## src/rtl/instruction_fetch.sv

```systemverilog
// -----------------------------------------------------------------------------
// instruction_fetch
//   Fetch stage sitting directly in front of the instruction memory. Owns the
//   program counter, presents it as the fetch byte address, and captures the
//   combinationally returned word into the IF/ID register for decode. Handles
//   stall, flush and branch/jump redirect. A misaligned or out-of-range fetch
//   halts the stage with a sticky fault until reset.
//
// Ports
//   clk             rising-edge clock
//   rst             synchronous active-high reset
//   imem_addr       byte address to instruction memory (always the PC)
//   imem_instr      instruction word returned for imem_addr
//   stall           hold PC and IF/ID contents
//   flush           invalidate IF/ID contents
//   redirect_valid  taken branch/jump, load redirect_pc
//   redirect_pc     redirect target byte address
//   if_id_valid     IF/ID holds a live instruction
//   if_id_instr     captured instruction
//   if_id_pc        address of captured instruction
//   if_id_pc_plus4  if_id_pc + 4
//   fetch_fault     sticky fault flag
//   fault_pc        offending address latched on fault
// -----------------------------------------------------------------------------
module instruction_fetch #(
  parameter int                   WORD_SIZE = 32,
  parameter logic [WORD_SIZE-1:0] RESET_PC  = '0,
  parameter int                   MEM_BYTES = 1024
) (
  input  logic                 clk,
  input  logic                 rst,
  output logic [WORD_SIZE-1:0] imem_addr,
  input  logic [WORD_SIZE-1:0] imem_instr,
  input  logic                 stall,
  input  logic                 flush,
  input  logic                 redirect_valid,
  input  logic [WORD_SIZE-1:0] redirect_pc,
  output logic                 if_id_valid,
  output logic [WORD_SIZE-1:0] if_id_instr,
  output logic [WORD_SIZE-1:0] if_id_pc,
  output logic [WORD_SIZE-1:0] if_id_pc_plus4,
  output logic                 fetch_fault,
  output logic [WORD_SIZE-1:0] fault_pc
);

  localparam logic [1:0] S_BOOT = 2'd0;
  localparam logic [1:0] S_RUN  = 2'd1;
  localparam logic [1:0] S_HALT = 2'd2;

  localparam logic [WORD_SIZE:0] LAST_BYTE = (WORD_SIZE+1)'(MEM_BYTES - 1);

  // One extra bit so that an address near 2^WORD_SIZE does not wrap back
  // into the legal window when the last byte of the word is computed.
  function automatic logic out_of_range(input logic [WORD_SIZE-1:0] addr);
    logic [WORD_SIZE:0] last;
    last = {1'b0, addr} + (WORD_SIZE+1)'(3);
    return last > LAST_BYTE;
  endfunction

  function automatic logic misaligned(input logic [WORD_SIZE-1:0] addr);
    return addr[1:0] != 2'b00;
  endfunction

  logic [1:0]           state_q, state_d;
  logic [WORD_SIZE-1:0] pc_q, pc_d;
  logic                 valid_q, valid_d;
  logic [WORD_SIZE-1:0] instr_q, instr_d;
  logic [WORD_SIZE-1:0] ipc_q, ipc_d;
  logic [WORD_SIZE-1:0] ipc4_q, ipc4_d;
  logic                 fault_q, fault_d;
  logic [WORD_SIZE-1:0] fpc_q, fpc_d;

  always_comb begin
    state_d = state_q;
    pc_d    = pc_q;
    valid_d = valid_q;
    instr_d = instr_q;
    ipc_d   = ipc_q;
    ipc4_d  = ipc4_q;
    fault_d = fault_q;
    fpc_d   = fpc_q;

    case (state_q)
      S_BOOT: begin
        // Settling cycle: the memory sees RESET_PC before the first capture.
        state_d = S_RUN;
        valid_d = 1'b0;
      end

      S_RUN: begin
        if (redirect_valid) begin
          // The instruction in IF/ID is on the wrong path either way.
          valid_d = 1'b0;
          if (misaligned(redirect_pc) || out_of_range(redirect_pc)) begin
            state_d = S_HALT;
            fault_d = 1'b1;
            fpc_d   = redirect_pc;
          end else begin
            pc_d = redirect_pc;
          end
        end else if (stall) begin
          if (flush) valid_d = 1'b0;
        end else if (out_of_range(pc_q)) begin
          state_d = S_HALT;
          fault_d = 1'b1;
          fpc_d   = pc_q;
          valid_d = 1'b0;
        end else begin
          // Capture happens even under flush; only the valid bit is dropped.
          instr_d = imem_instr;
          ipc_d   = pc_q;
          ipc4_d  = pc_q + WORD_SIZE'(4);
          pc_d    = pc_q + WORD_SIZE'(4);
          valid_d = ~flush;
        end
      end

      S_HALT: begin
        valid_d = 1'b0;
      end

      default: begin
        state_d = S_BOOT;
        valid_d = 1'b0;
      end
    endcase
  end

  always_ff @(posedge clk) begin
    if (rst) begin
      state_q <= S_BOOT;
      pc_q    <= RESET_PC;
      valid_q <= 1'b0;
      instr_q <= '0;
      ipc_q   <= '0;
      ipc4_q  <= '0;
      fault_q <= 1'b0;
      fpc_q   <= '0;
    end else begin
      state_q <= state_d;
      pc_q    <= pc_d;
      valid_q <= valid_d;
      instr_q <= instr_d;
      ipc_q   <= ipc_d;
      ipc4_q  <= ipc4_d;
      fault_q <= fault_d;
      fpc_q   <= fpc_d;
    end
  end

  assign imem_addr      = pc_q;
  assign if_id_valid    = valid_q;
  assign if_id_instr    = instr_q;
  assign if_id_pc       = ipc_q;
  assign if_id_pc_plus4 = ipc4_q;
  assign fetch_fault    = fault_q;
  assign fault_pc       = fpc_q;

endmodule

```

## config.mk

```make
export PLATFORM = sky130hd
export DESIGN_NAME = instruction_fetch
export DESIGN_NICKNAME = d
export VERILOG_FILES = /design/src/rtl/instruction_fetch.sv
export SDC_FILE = /design/constraint.sdc
export NUM_CORES = 1
export LEC_CHECK = 0
export BUFFER_PORTS_ARGS = -buffer_cell sky130_fd_sc_hd__buf_2
export CAP_MARGIN = 20
export CORE_MARGIN = 2
export CORE_UTILIZATION = 50
export DETAILED_ROUTE_END_ITERATION = 8
export GPL_ROUTABILITY_DRIVEN = 0
export PLACE_DENSITY = 0.89
export SYNTH_ARGS = -nofsm -noshare
export SYNTH_HDL_FRONTEND = slang
export SYNTH_SLANG_ARGS = --single-unit
export TNS_END_PERCENT = 5
```

## constraint.sdc

```tcl
create_clock -name clk -period 5.7 [get_ports clk]
set_clock_uncertainty 0.2 [all_clocks]
set_input_delay 0.285 -clock clk [delete_from_list [all_inputs] [get_ports clk]]
set_output_delay 0.285 -clock clk [all_outputs]
set_load 0.05 [all_outputs]
```

; ---- Yosys cells after proc, flatten, opt, wreduce, memory -nomap -nowiden
; Index checks and enable logic that the tools add are counted.
[word_totals]
reg_bits = 164
wordCells = 58
[op_classes]
n_addsub = 3
order_cmp = 2
eq_ne = 10
mux = 20
bitwise = 6
n_reduce_logical = 9
[op_table]
columns = operator, n
row1 = 32-bit 2-to-1 mux, 8
row2 = "32-bit by 2-bit adder with 33-bit output, second input constant", 2
row3 = "33-bit by 10-bit greater-than comparator with 1-bit output, second input constant", 2
row4 = "32-bit by 3-bit adder with 32-bit output, second input constant", 1
row5 = 4-bit AND reduction, 4
row6 = "3-bit inequality test, second input constant", 3
row7 = 2-bit 2-to-1 mux, 4
row8 = 1-bit 2-to-1 mux, 7
row9 = "2-bit by 1-bit inequality test with 1-bit output, second input constant", 3
row10 = 1-bit inverter, 6
row11 = 2-bit case mux with 3 select lines, 1
row12 = "2-bit inequality test, second input constant", 2
row13 = 2-bit nonzero test, 2
row14 = 3-bit OR reduction, 1
row15 = "2-bit by 1-bit equality test with 1-bit output, second input constant", 1
row16 = "2-bit equality test, second input constant", 1
row17 = 2-bit logical NOT, 1
row18 = 1-bit logical OR, 1

; ---- Depth between registers and ports, before layout
; Gate-level depths: netlist (run 1).
[depth]
depth_word = 6
mapped_depth = 14
ltp_nobuf = 11

; ---- Least setup slack after synthesis (run 1)
; No wires, ideal clock.
[synth_timing]
kind = register -> register
start = register pc_q[0], in the netlist imem_addr[0]
end = register state_q[1]
setup_ns = 0.115
arrival_time_ns = 3.611
slack_ns = 1.774
path_stages_with_launch = 14
n_path_buf = 2
cell_sequence = dfxtp_1 inv_1 ha_1 nand4b_4 nor4_4 and3b_1 nand3_1 mux2_4 or4_4 o32a_4 and2_4 buf_6 buf_6 o21a_1
[synth_via]
elab_chain_cells = 4
[synth_lines]
columns = item, line_no
row1 = start: declaration, 65  ; logic [WORD_SIZE-1:0] pc_q, pc_d;
row2 = start signal: assignment, 141  ; pc_q <= pc_d;
row3 = 32-bit by 2-bit adder with 33-bit output, 56  ; last = {1'b0, addr} + (WORD_SIZE+1)'(3);
row4 = 33-bit by 10-bit greater-than comparator with 1-bit output, 57  ; return last > LAST_BYTE;
row5 = 3-bit inequality test (no line), n/a
row6 = 4-bit AND reduction (no line), n/a
row7 = end signal: assignment, 140  ; state_q <= state_d;
row8 = end: declaration, 64  ; logic [1:0] state_q, state_d;
; Every way passes these cells.
; A chain may end at the register's enable or synchronous reset.

; ---- Worst setup path after layout (run 1)
[layout_timing]
start = register pc_q[2], in the netlist imem_addr[2]
end = register instr_q[8], in the netlist if_id_instr[8]
[layout_via]
elab_chain_cells = 4
[layout_lines]
columns = item, line_no
row1 = 32-bit by 2-bit adder with 33-bit output, 56
row2 = 33-bit by 10-bit greater-than comparator with 1-bit output, 57
row3 = 1-bit inverter (no line), n/a
row4 = 4-bit AND reduction (no line), n/a
row5 = end signal: assignment, 143  ; instr_q <= instr_d;
row6 = end: declaration, 67  ; logic [WORD_SIZE-1:0] instr_q, instr_d;
; Every way passes these cells.

==> reports/qor.yml, run 1 <==
global_routing:
  grt_overflow_total: 0
  gr-usage-all-layers: 0.289
  grt_pass1_vias: 7082
  grt_max_degree: 53
  grt_pass1_wl_mm: 37.3
  antenna_found_initial: 0
cells_and_area:
  nFillCells: 1159
  fin_area_um2: 9730
  fin_util: 0.647
  syn2layout_area_growth_pct: 27.6
  antenna-diode-count: 0
  final_nets: 1120
  seqCellArea_um2: 3240
  drive_gt1_frac: 0.302
  multiInputGateArea_um2: 4000
pwr:
  seqPwrFrac: 0.425
  fin_total_pwr_mw: 2.83
  power_density_nw_per_um2: 291
  peakVddDrop_mv: 0.205
  p_int_mw: 2.02
  p_comb_frac: 0.159
  p_clk_frac: 0.415
  p_sw_frac: 0.285
  p_leak_nw: 4.40
  p_sw_mw: 0.808
critical_path:
  worstSetupPathType: "flop to flop"
  path_buf_inv: 1
  arrival_ns: 4.68
  cp_max_fo: 38
  worst_ep_required_time_ns: 5.79
  worst_setup_path_end_kind: "flop"
  cp_slowest_cell: "dfxtp_1"
  slowest_delay_ns: 0.60
  worstReg2RegStart: "imem_addr[2]"
  crit_chain: "ha_1 > nand4b_4 > nor4_4 > and3b_1 > nand3_1 > mux2_4 > nor4_1 > and3_2 > buf_4 > mux2i_1 > nor2_1"
  r2r-end: "if_id_instr[8]"
  rrSetupSlack_ns: 1.11
  r2r_cells: 11
  worst_setup_path_start_kind: "flop"
  cpLargestDelayFamily: "simple AND/OR/NAND/NOR gates"
clock_network:
  cts-root-buf: "clkbuf_16"
  cts_tree: "done"
  max-clock-path-buffers: 2
  cts_buffers: 17
  htree_levels: 4
  clock_sinks: 162
  clkTransAtPathRegs_ns: 0.07
  cts_post_setup_buffers_inserted: 0
  cts_resized: 0
  clock_latency_ns: 0.42
die:
  core-area_um2: 15000
  die_w_um: 127
  dieArea_um2: 16300
  initial_core_util: 0.507
  row_count: 45
  die_h_um: 127
  io_pins: 231
timing:
  drv_slew: 0
  max_slew.worst_pin.slew_ns: 0.680
  rsz0062_at_grt: "false"
  setup_tns_ns: 0
  period_share: 0.805
  setup_viol: 0
  max-slew-margin-rel: 0.547
  fin_ws_ns: 1.11
  timing.fmax_mhz: 218
  hold_viol: 0
  period_needed_ns: 4.59
logic_synthesis:
  yosysTopAreaCell: "dfxtp_1"
  synth_nets: 896
  synth.distinct_cells: 73
  yosysWarnings: 0
  avgSynthCellArea_um2: 9.27
  synth_cells: 822
  ys_seq_area_frac: 0.425
  syn_area_um2: 7620
  ys_ff_latch: 162
  synth-async-reset-ratio: 0
  synth_top_area_frac: 0.425
  synthTopCellsByArea: "dfxtp_1 (43%), mux2i_1 (9.7%), a211oi_2 (4.1%)"
  synth.most_common_cell: "dfxtp_1"
  synth_edf_count: 0
  yosys-top-cells-count: "dfxtp_1 (162), nor2_1 (80), mux2i_1 (74)"
  ys.flop_type: "dfxtp_1"
placement:
  portBuffers: 230
  placed_cell_area_um2: 8760
  hpwlAfterDp_mm: 15.6
  post-place-ws_ns: 1.36
routing:
  first_pass_iters: 5
  drt_iter0_drc: 818
  drc: 0
  routed_via_density: 6.09
  via_count: 7593
  drt-wirelength-per-cell_um: 19.2
  drtAntennaViolNets: 0
  totalWireLength_mm: 24.0
worst_hold_path:
  min_path_type: "primary input to flop"
  holdPathEnd: "if_id_valid"
  holdPathStages: 3
  min_from: "stall"
job:
  maxCapViolations: 0
status:
  outcome: "finished clean"
[final cells by class]
cell class	instances	share of cell area
Multi-Input combinational cell	575	0.412
Sequential cell	162	0.333
Timing Repair Buffer	271	0.161
Clock buffer	21	0.0473
Tap cell	188	0.0242
Clock inverter	10	0.0152
Inverter	19	0.00733
[what timing repair did]
| action | CTS | global route |
|---|---|---|
| hold endpoints to repair | 33 | 0 |
| setup endpoints to repair | 0 | 0 |
| hold buffers | 33 | 0 |
[how the worst max path moves through the flow]
| stage | startpoint | endpoint | slack, ns | depth (start not counted) |
|---|---|---|---|---|
| 4_1_cts | imem_addr[2] | if_id_instr[9] | 1.27 | 11 |
| 2_1_floorplan | imem_addr[0] | state_q[1] | 1.77 | 13 |
| 5_1_grt | imem_addr[2] | if_id_instr[8] | 0.81 | 11 |
| 3_3_place_gp | imem_addr[2] | if_id_instr[30] | 1.51 | 11 |
| 6_report | imem_addr[2] | if_id_instr[8] | 1.11 | 11 |
| 3_5_place_dp | imem_addr[2] | if_id_instr[9] | 1.36 | 11 |
[worst reg2reg max path, stage by stage, from the launching register on]
cell and delay [ns]:
dfxtp_1 0.60, ha_1 0.40, nand4b_4 0.20, nor4_4 0.41, and3b_1 0.26, nand3_1 0.11, mux2_4 0.33, nor4_1 0.30
and3_2 0.59, buf_4 0.60, mux2i_1 0.37, nor2_1 0.07
[per-layer routing]
metal | routed length [um] | part of all wire | track usage
met2 | 10800 | 0.45 | 0.449
met5 | 0 | 0 | 0
met3 | 2450 | 0.10 | 0.0754
met1 | 9550 | 0.40 | 0.372
met4 | 1120 | 0.047 | 0.144
[cells in the final DEF, fill, tap and decap left out, types with 19 or more instances in the layout]
| master | count |
|---|---|
| dlygate4sd3_1 | 33 |
| buf_2 | 229 |
| a21oi_1 | 48 |
| mux2i_1 | 74 |
| nor2_1 | 80 |
| and3_1 | 48 |
| nand2_1 | 43 |
| a211oi_2 | 25 |
| nand3_1 | 29 |
| inv_1 | 19 |
| dfxtp_1 | 162 |
[cells by family (layout without fill, tap and decap cells)]
family          Yosys count  in the layout  synth area share
compound gates          162            162             0.167
xor+xnor                 17             17            0.0195
fa+ha+maj                 5              5           0.00821
buf+inv                  85            321            0.0507
flops                   162            162             0.425
mux                      77             77             0.102
simple gates            314            314             0.227
[flip-flops by register name, summed over array words and instances (netlist names)]
register	flops
if_id_instr	32
if_id_pc	32
state_q	2
imem_addr	32
fault_pc	32
if_id_pc_plus4	30
if_id_valid	1
fetch_fault	1
[power by group through the flow]
stage	registers (mW)	logic, mW	clock network, mW
floorplan	1.35	0.187	0
global placement	1.22	0.415	0
detailed placement	1.23	0.420	0
global route	1.21	0.474	1.24
CTS	1.20	0.442	1.18
finish	1.20	0.451	1.18
[through the flow]
stage | instances | hold slack [ns]
CTS | 1245 | 0.0280
detailed placement | 1181 | 0.233
global route | 1246 | 0.0365
global placement | 1181 | 0.218
floorplan | 822 | 0.162
finish | 1246 | 0.0460
No activity file was read; power rests on OpenSTA's default activity.
==> inputs of run 2 (changes only) <==
--- a/config.mk
+++ b/config.mk
@@ -5,13 +5,14 @@
 export SDC_FILE = /design/constraint.sdc
 export NUM_CORES = 1
 export LEC_CHECK = 0
+export ABC_AREA = 1
 export BUFFER_PORTS_ARGS = -buffer_cell sky130_fd_sc_hd__buf_2
 export CAP_MARGIN = 20
 export CORE_MARGIN = 2
-export CORE_UTILIZATION = 50
+export CORE_UTILIZATION = 48
 export DETAILED_ROUTE_END_ITERATION = 8
 export GPL_ROUTABILITY_DRIVEN = 0
-export PLACE_DENSITY = 0.89
+export PLACE_DENSITY = 0.87
 export SYNTH_ARGS = -nofsm -noshare
 export SYNTH_HDL_FRONTEND = slang
 export SYNTH_SLANG_ARGS = --single-unit
==> constraint.sdc (replaced) <==
create_clock -name clk -period 4.05 [get_ports clk]
set_clock_uncertainty 0.2 [all_clocks]
set_input_delay 0.2025 -clock clk [delete_from_list [all_inputs] [get_ports clk]]
set_output_delay 0.2025 -clock clk [all_outputs]
set_load 0.05 [all_outputs]
==> run 2 against run 1 <==
Net effect: register-to-register slack got worse by 0.80 ns; synthesized cell count increased by 73%; hold slack got worse by 0.024 ns; cell count increased by 51%; cell area increased by 13%; critical path depth increased by 8; sequential share of layout area decreased by 3.7 points; fmax increased by 23%; critical endpoint is now if_id_valid.
==> reports/qor.yml, run 2 <==
logic_synthesis:
  synth_top_area_frac: 0.367  # -0.0586
  syn_area_um2: 8840  # +16%
  yosysWarnings: 0  # unchanged
  synthTopCellsByArea: "dfxtp_1 (37%), nand2_1 (18%), nor2_1 (9.8%)"
  synth-async-reset-ratio: 0  # unchanged
  yosysTopAreaCell: "dfxtp_1"
  synth.distinct_cells: 33  # -55%
  yosys-top-cells-count: "nand2_1 (427), nor2_1 (231), inv_1 (166)"
  ys_seq_area_frac: 0.367  # -0.0586
  ys_ff_latch: 162  # unchanged
  avgSynthCellArea_um2: 6.23  # -33%
  synth_cells: 1420  # +73%
  ys.flop_type: "dfxtp_1"
  synth_nets: 1494  # +67%
  synth_edf_count: 0  # unchanged
  synth.most_common_cell: "nand2_1"
cells_and_area:
  drive_gt1_frac: 0.181  # -0.121
  layout_common_cells: "nand2_1 (427), nor2_1 (230), buf_2 (230)"
  nFillCells: 1656  # +43%
  final_common_cell: "nand2_1"
  syn2layout_area_growth_pct: 23.9
  fin_area_um2: 11000  # +13%
  antenna-diode-count: 0  # unchanged
  fin_util: 0.608  # -0.0391
  final_nets: 1717  # +53%
pwr:
  p_leak_nw: 5.25  # +20%
  power_density_nw_per_um2: 796  # +170%
  peakVddDrop_mv: 1.62  # +690%
routing:
  drc: 0  # unchanged
  drt-wirelength-per-cell_um: 15.3  # -21%
  totalWireLength_mm: 28.8  # +20%
  routed_via_density: 5.41  # -11%
  drtAntennaViolNets: 0  # unchanged
  via_count: 10202  # +34%
  first_pass_iters: 6  # +1
  drt_iter0_drc: 1041  # +27%
timing:
  period_needed_ns: 3.74  # -0.851 ns
  timing.fmax_mhz: 268  # +23%
  max_slew.worst_pin.slew_ns: 1.00  # +0.322 ns
  max-slew-margin-rel: 0.332  # -0.215
  rsz0062_at_grt: "false"
  hold_ws_ns: 0.0216  # -0.0244 ns
  hold_viol: 0  # unchanged
  drv_slew: 0  # unchanged
  period_share: 0.922  # +0.118
  setup_tns_ns: 0  # unchanged
  setup_viol: 0  # unchanged
critical_path:
  cp_slowest_cell: "dlygate4sd3_1"
  arrival_ns: 3.91  # -0.77 ns
  path_depth: 19  # +8
  worst_setup_path_start_kind: "flop"
  worstSetupPathType: "flop to flop"
  rrSetupSlack_ns: 0.31  # -0.80 ns
  r2r-end: "if_id_valid"
  r2r_cells: 19  # +8
  crit_chain: "inv_1 > ha_1 > inv_1 > nand2_1 > nor2_4 > nand3_1 > nor2_1 > nand2_1 > nand2_1 > nand2_1 > nor2_1 > nand2_1 > nor2_4 > inv_2 > nor2_8 > buf_6 > nor2_1 > nor3_1 > dlygate4sd3_1"
  slowest_delay_ns: 0.56  # -0.04 ns
  worstReg2RegStart: "imem_addr[0]"
  cpLargestDelayFamily: "simple AND/OR/NAND/NOR gates"
  path_buf_inv: 5  # +4
  worst_ep_required_time_ns: 4.22  # -1.57 ns
  worst_setup_path_end_kind: "flop"
  cp_max_fo: 54  # +42%
  cp_common_cell: "nand2_1"
worst_hold_path:
  holdPathStages: 5  # +2
  holdPathEnd: "fault_pc[31]"
  min_from: "redirect_pc[31]"
  min_path_type: "primary input to flop"
global_routing:
  grt_pass1_vias: 9542  # +35%
  grt_max_degree: 99  # +87%
  antenna_found_initial: 0  # unchanged
  gr-usage-all-layers: 0.289  # +0.000606
  grt_pass1_wl_mm: 46.6  # +25%
  grt_overflow_total: 0  # unchanged
die:
  row_count: 49  # +8.9%
  io_pins: 231  # unchanged
  dieArea_um2: 19500  # +20%
  die_w_um: 140  # +9.6%
  core-area_um2: 18000  # +20%
  die_h_um: 140  # +9.6%
  initial_core_util: 0.491  # -0.0166
clock_network:
  clkTransAtPathRegs_ns: 0.07  # about the same
  cts_post_setup_buffers_inserted: 0  # unchanged
  cts-root-buf: "clkbuf_16"
  clock_sinks: 162  # unchanged
  cts_buffers: 17  # unchanged
  cts_tree: "done"
  clock_latency_ns: 0.43  # about the same
  max-clock-path-buffers: 2  # unchanged
  htree_levels: 4  # unchanged
status:
  outcome: "finished clean"
job:
  maxCapViolations: 0  # unchanged
placement:
  hpwlAfterDp_mm: 20.4  # +31%
  placed_cell_area_um2: 10000  # +15%
  portBuffers: 230  # unchanged
==> run 2: how the worst max path moves through the flow <==
stage,to,startpoint,slack [ns]
floorplan,if_id_pc[1],imem_addr[0],0.89
global placement,if_id_instr[17],imem_addr[0],0.75
detailed placement,if_id_instr[13],imem_addr[0],0.57
CTS,if_id_valid,imem_addr[0],0.28
global route,if_id_valid,imem_addr[0],0.06
finish,if_id_valid,imem_addr[0],0.31
==> run 2: metal layers <==
metal,vias up,part of all wire,global-route usage
li1,4940,-,-
met1,4501,0.40,0.366
met2,636,0.45,0.456
met3,125,0.10,0.0661
met4,0,0.045,0.159
met5,-,0,0
==> run 2: worst register-to-register path: stages (launching register included) <==
cell and delay (ns):
dfxtp_1 0.43, inv_1 0.13, ha_1 0.25, inv_1 0.08, nand2_1 0.15, nor2_4 0.23, nand3_1 0.17, nor2_1 0.12
nand2_1 0.05, nand2_1 0.06, nand2_1 0.05, nor2_1 0.11, nand2_1 0.10, nor2_4 0.16, inv_2 0.09, nor2_8 0.13
buf_6 0.36, nor2_1 0.10, nor3_1 0.14, dlygate4sd3_1 0.56
==> run 2: power breakdown <==
group / internal (mW) / total [mW] / switching [mW]
Sequential: 1.89 / 2.23 / 0.337
Combinational: 1.20 / 4.93 / 3.73
Clock: 0.872 / 1.56 / 0.687
Total: 3.97 / 8.72 / 4.76
==> run 2: kinds of logic after synthesis <==
family,Yosys count,synth area share
simple gates,847,0.410
buf+inv,247,0.115
flops,162,0.367
compound gates,139,0.0811
xor+xnor,18,0.0178
fa+ha+maj,5,0.00708
mux,2,0.00226
==> run 2: layout make-up <==
type,count,area (um2),share of cell area
clock inverters,13,125,0.0114
clock buffers,19,443,0.0404
repair buffers,278,1600,0.146
flip-flops and latches,162,3240,0.296
inverters,173,649,0.0593
multi-input cells,1011,4610,0.421
well taps,229,287,0.0262
==> run 2: repair_timing <==
| action | 4_1_cts | 5_1_grt |
|---|---|---|
| hold buffers | 34 | 0 |
| hold endpoints to repair | 33 | 0 |
| endpoints found under the setup margin | 0 | 1 |
| gates resized for setup | 0 | 1 |
==> run 2: metrics by stage <==
| stage | total power, mW | setup WS, ns | std cells |
|---|---|---|---|
| floorplan | 5.93 | 0.894 | 1420 |
| global placement | 6.95 | 0.749 | 1819 |
| detailed placement | 6.98 | 0.572 | 1819 |
| CTS | 8.58 | 0.285 | 1885 |
| global route | 9.23 | 0.0581 | 1885 |
| finish | 8.72 | 0.314 | 1885 |
==> inputs of run 3 (changes only) <==
--- a/config.mk
+++ b/config.mk
@@ -5,14 +5,13 @@
 export SDC_FILE = /design/constraint.sdc
 export NUM_CORES = 1
 export LEC_CHECK = 0
-export ABC_AREA = 1
 export BUFFER_PORTS_ARGS = -buffer_cell sky130_fd_sc_hd__buf_2
 export CAP_MARGIN = 20
 export CORE_MARGIN = 2
-export CORE_UTILIZATION = 48
+export CORE_UTILIZATION = 47
 export DETAILED_ROUTE_END_ITERATION = 8
 export GPL_ROUTABILITY_DRIVEN = 0
-export PLACE_DENSITY = 0.87
+export PLACE_DENSITY = 0.88
 export SYNTH_ARGS = -nofsm -noshare
 export SYNTH_HDL_FRONTEND = slang
 export SYNTH_SLANG_ARGS = --single-unit
==> run 3 against run 2 <==
Net effect: non-clock buffer count increased by 20; combinational power decreased by 87%; via count is 27% lower; highest routed layer unchanged.
==> reports/qor.yml, run 3 (synthesis gave the netlist of run 1 again) <==
status:
  outcome: "finished clean"
pwr:
  power_density_nw_per_um2: 386  # -52%
  fin_total_pwr_mw: 3.85  # -56%
  p_comb_frac: 0.172  # -0.394
  peakVddDrop_mv: 0.296  # -82%
  seqPwrFrac: 0.437  # +0.181
  p_int_mw: 2.66  # -33%
  p_sw_mw: 1.18  # -75%
  p_leak_nw: 4.51  # -14%
  p_clk_frac: 0.390  # +0.211
  p_sw_frac: 0.307  # -0.238
global_routing:
  grt_pass1_vias: 7192  # -25%
  grt_max_degree: 77  # -22%
  grt_pass1_wl_mm: 36.9  # -21%
  antenna_found_initial: 0  # unchanged
  grt_overflow_total: 0  # unchanged
  gr-usage-all-layers: 0.262  # -0.0273
die:
  row_count: 46  # -6.1%
  core-area_um2: 15900  # -12%
  die_w_um: 131  # -6.0%
  initial_core_util: 0.480  # -0.0106
  io_pins: 231  # unchanged
  die_h_um: 131  # -6.0%
  dieArea_um2: 17300  # -12%
cells_and_area:
  final_common_cell: "buf_2"
  fin_area_um2: 9960  # -9.1%
  multiInputGateArea_um2: 4010  # -13%
  seqCellArea_um2: 3240  # unchanged
  layout_common_cells: "buf_2 (229), dfxtp_1 (162), nor2_1 (80)"
  drive_gt1_frac: 0.309  # +0.129
  syn2layout_area_growth_pct: 30.7
  fin_util: 0.627  # +0.0194
  stdcell_count: 1302  # -31%
  nFillCells: 1287  # -22%
  final_nets: 1147  # -33%
  antenna-diode-count: 0  # unchanged
placement:
  dp_cells: 1224  # -33%
  post-place-ws_ns: 0.271  # -0.301 ns
  portBuffers: 230  # unchanged
  placed_cell_area_um2: 8930  # -11%
  hpwlAfterDp_mm: 15.4  # -24%
timing:
  max_slew.worst_pin.slew_ns: 0.848  # -0.154 ns
  rsz0062_at_grt: "false"
  period_needed_ns: 3.84  # +0.103 ns
  setup_tns_ns: 0  # unchanged
  hold_ws_ns: 0.0305  # +0.00882 ns
  period_share: 0.948  # +0.0255
  hold_viol: 0  # unchanged
  max-slew-margin-rel: 0.435  # +0.103
  setup_viol: 0  # unchanged
  timing.fmax_mhz: 260  # -2.7%
  drv_slew: 0  # unchanged
  fin_ws_ns: 0.211  # -0.103 ns
routing:
  via_count: 7424  # -27%
  first_pass_iters: 5  # -1
  drt-wirelength-per-cell_um: 17.7  # +16%
  drt_iter0_drc: 597  # -43%
  drtAntennaViolNets: 0  # unchanged
  totalWireLength_mm: 23.1  # -20%
  drc: 0  # unchanged
  routed_via_density: 5.70  # +5.4%
worst_hold_path:
  min_from: "redirect_pc[30]"
  min_path_type: "primary input to flop"
critical_path:
  worst_setup_path_end_kind: "flop"
  worstReg2RegStart: "imem_addr[0]"
  worst_ep_required_time_ns: 4.21  # about the same
  cp_max_fo: 7  # -87%
  cp-startpoint: "imem_addr[0]"
  arrival_ns: 4.00  # +0.09 ns
  worst_setup_path_start_kind: "flop"
  worstSetupPathType: "flop to flop"
clock_network:
  clock_latency_ns: 0.43  # about the same
  clkTransAtPathRegs_ns: 0.07  # about the same
  max-clock-path-buffers: 2  # unchanged
  htree_levels: 4  # unchanged
  cts_post_setup_buffers_inserted: 0  # unchanged
  cts_tree: "done"
  clock_sinks: 162  # unchanged
  cts_buffers: 17  # unchanged
  cts-root-buf: "clkbuf_16"
job:
  maxCapViolations: 0  # unchanged
-- run 3: cell count changes in the layout (fill, tap and decap cells not counted), sizes merged, moves of 27 or more --
cell / delta
inv: -149
and3: +49
nand3: -27
nand2: -385
mux2i: +72
a211oi: +34
nand4: -78
a21oi: -67
nor2: -160
-- run 3: layout make-up --
class,count,share of cell area
clock buffers,18,0.0431
clock inverters,14,0.0122
inverters,19,0.00716
multi-input cells,575,0.402
flip-flops and latches,162,0.325
well taps,216,0.0271
repair buffers,298,0.183
-- run 3: path summary, 6_finish.rpt --
kind | to | slack (ns) | cells past startpoint
setup reg to reg | if_id_valid | 0.21 | 12
hold / removal | fault_pc[30] | 0.03 | 3
setup / recovery | if_id_valid | 0.21 | 12
hold reg to reg | state_q[0] | 0.23 | 1
-- run 3: metal layers --
metal,wire length [um],vias up,global-route usage
li1,-,3532,-
met1,9440,3430,0.330
met2,10500,398,0.418
met3,2370,64,0.0764
met4,742,0,0.112
met5,0,-,0
-- run 3: critical path, cell delays in order, from the launching register on --
cell	delay (ns)
dfxtp_1	0.46
inv_1	0.10
ha_1	0.24
nand4b_4	0.23
nor4_4	0.37
and3b_1	0.26
nand3_1	0.11
mux2_4	0.32
or4_4	0.44
nor3_1	0.18
a21oi_1	0.06
nor4_1	0.18
dlygate4sd3_1	0.60
-- run 3: power groups by stage --
| stage | sequential [mW] | clock (mW) | combinational [mW] |
|---|---|---|---|
| final | 1.68 | 1.50 | 0.663 |
| after global routing | 1.69 | 1.59 | 0.703 |
| after CTS | 1.68 | 1.53 | 0.652 |
| after detailed placement | 1.72 | 0 | 0.615 |
| after global placement | 1.72 | 0 | 0.603 |
| after floorplan | 1.90 | 0 | 0.263 |
-- run 3: timing repair --
| item | 4_1_cts | 5_1_grt |
|---|---|---|
| hold endpoints to repair | 44 | 0 |
| hold buffers | 45 | 0 |
| resized for setup | 0 | 1 |
| setup endpoints to repair | 0 | 24 |
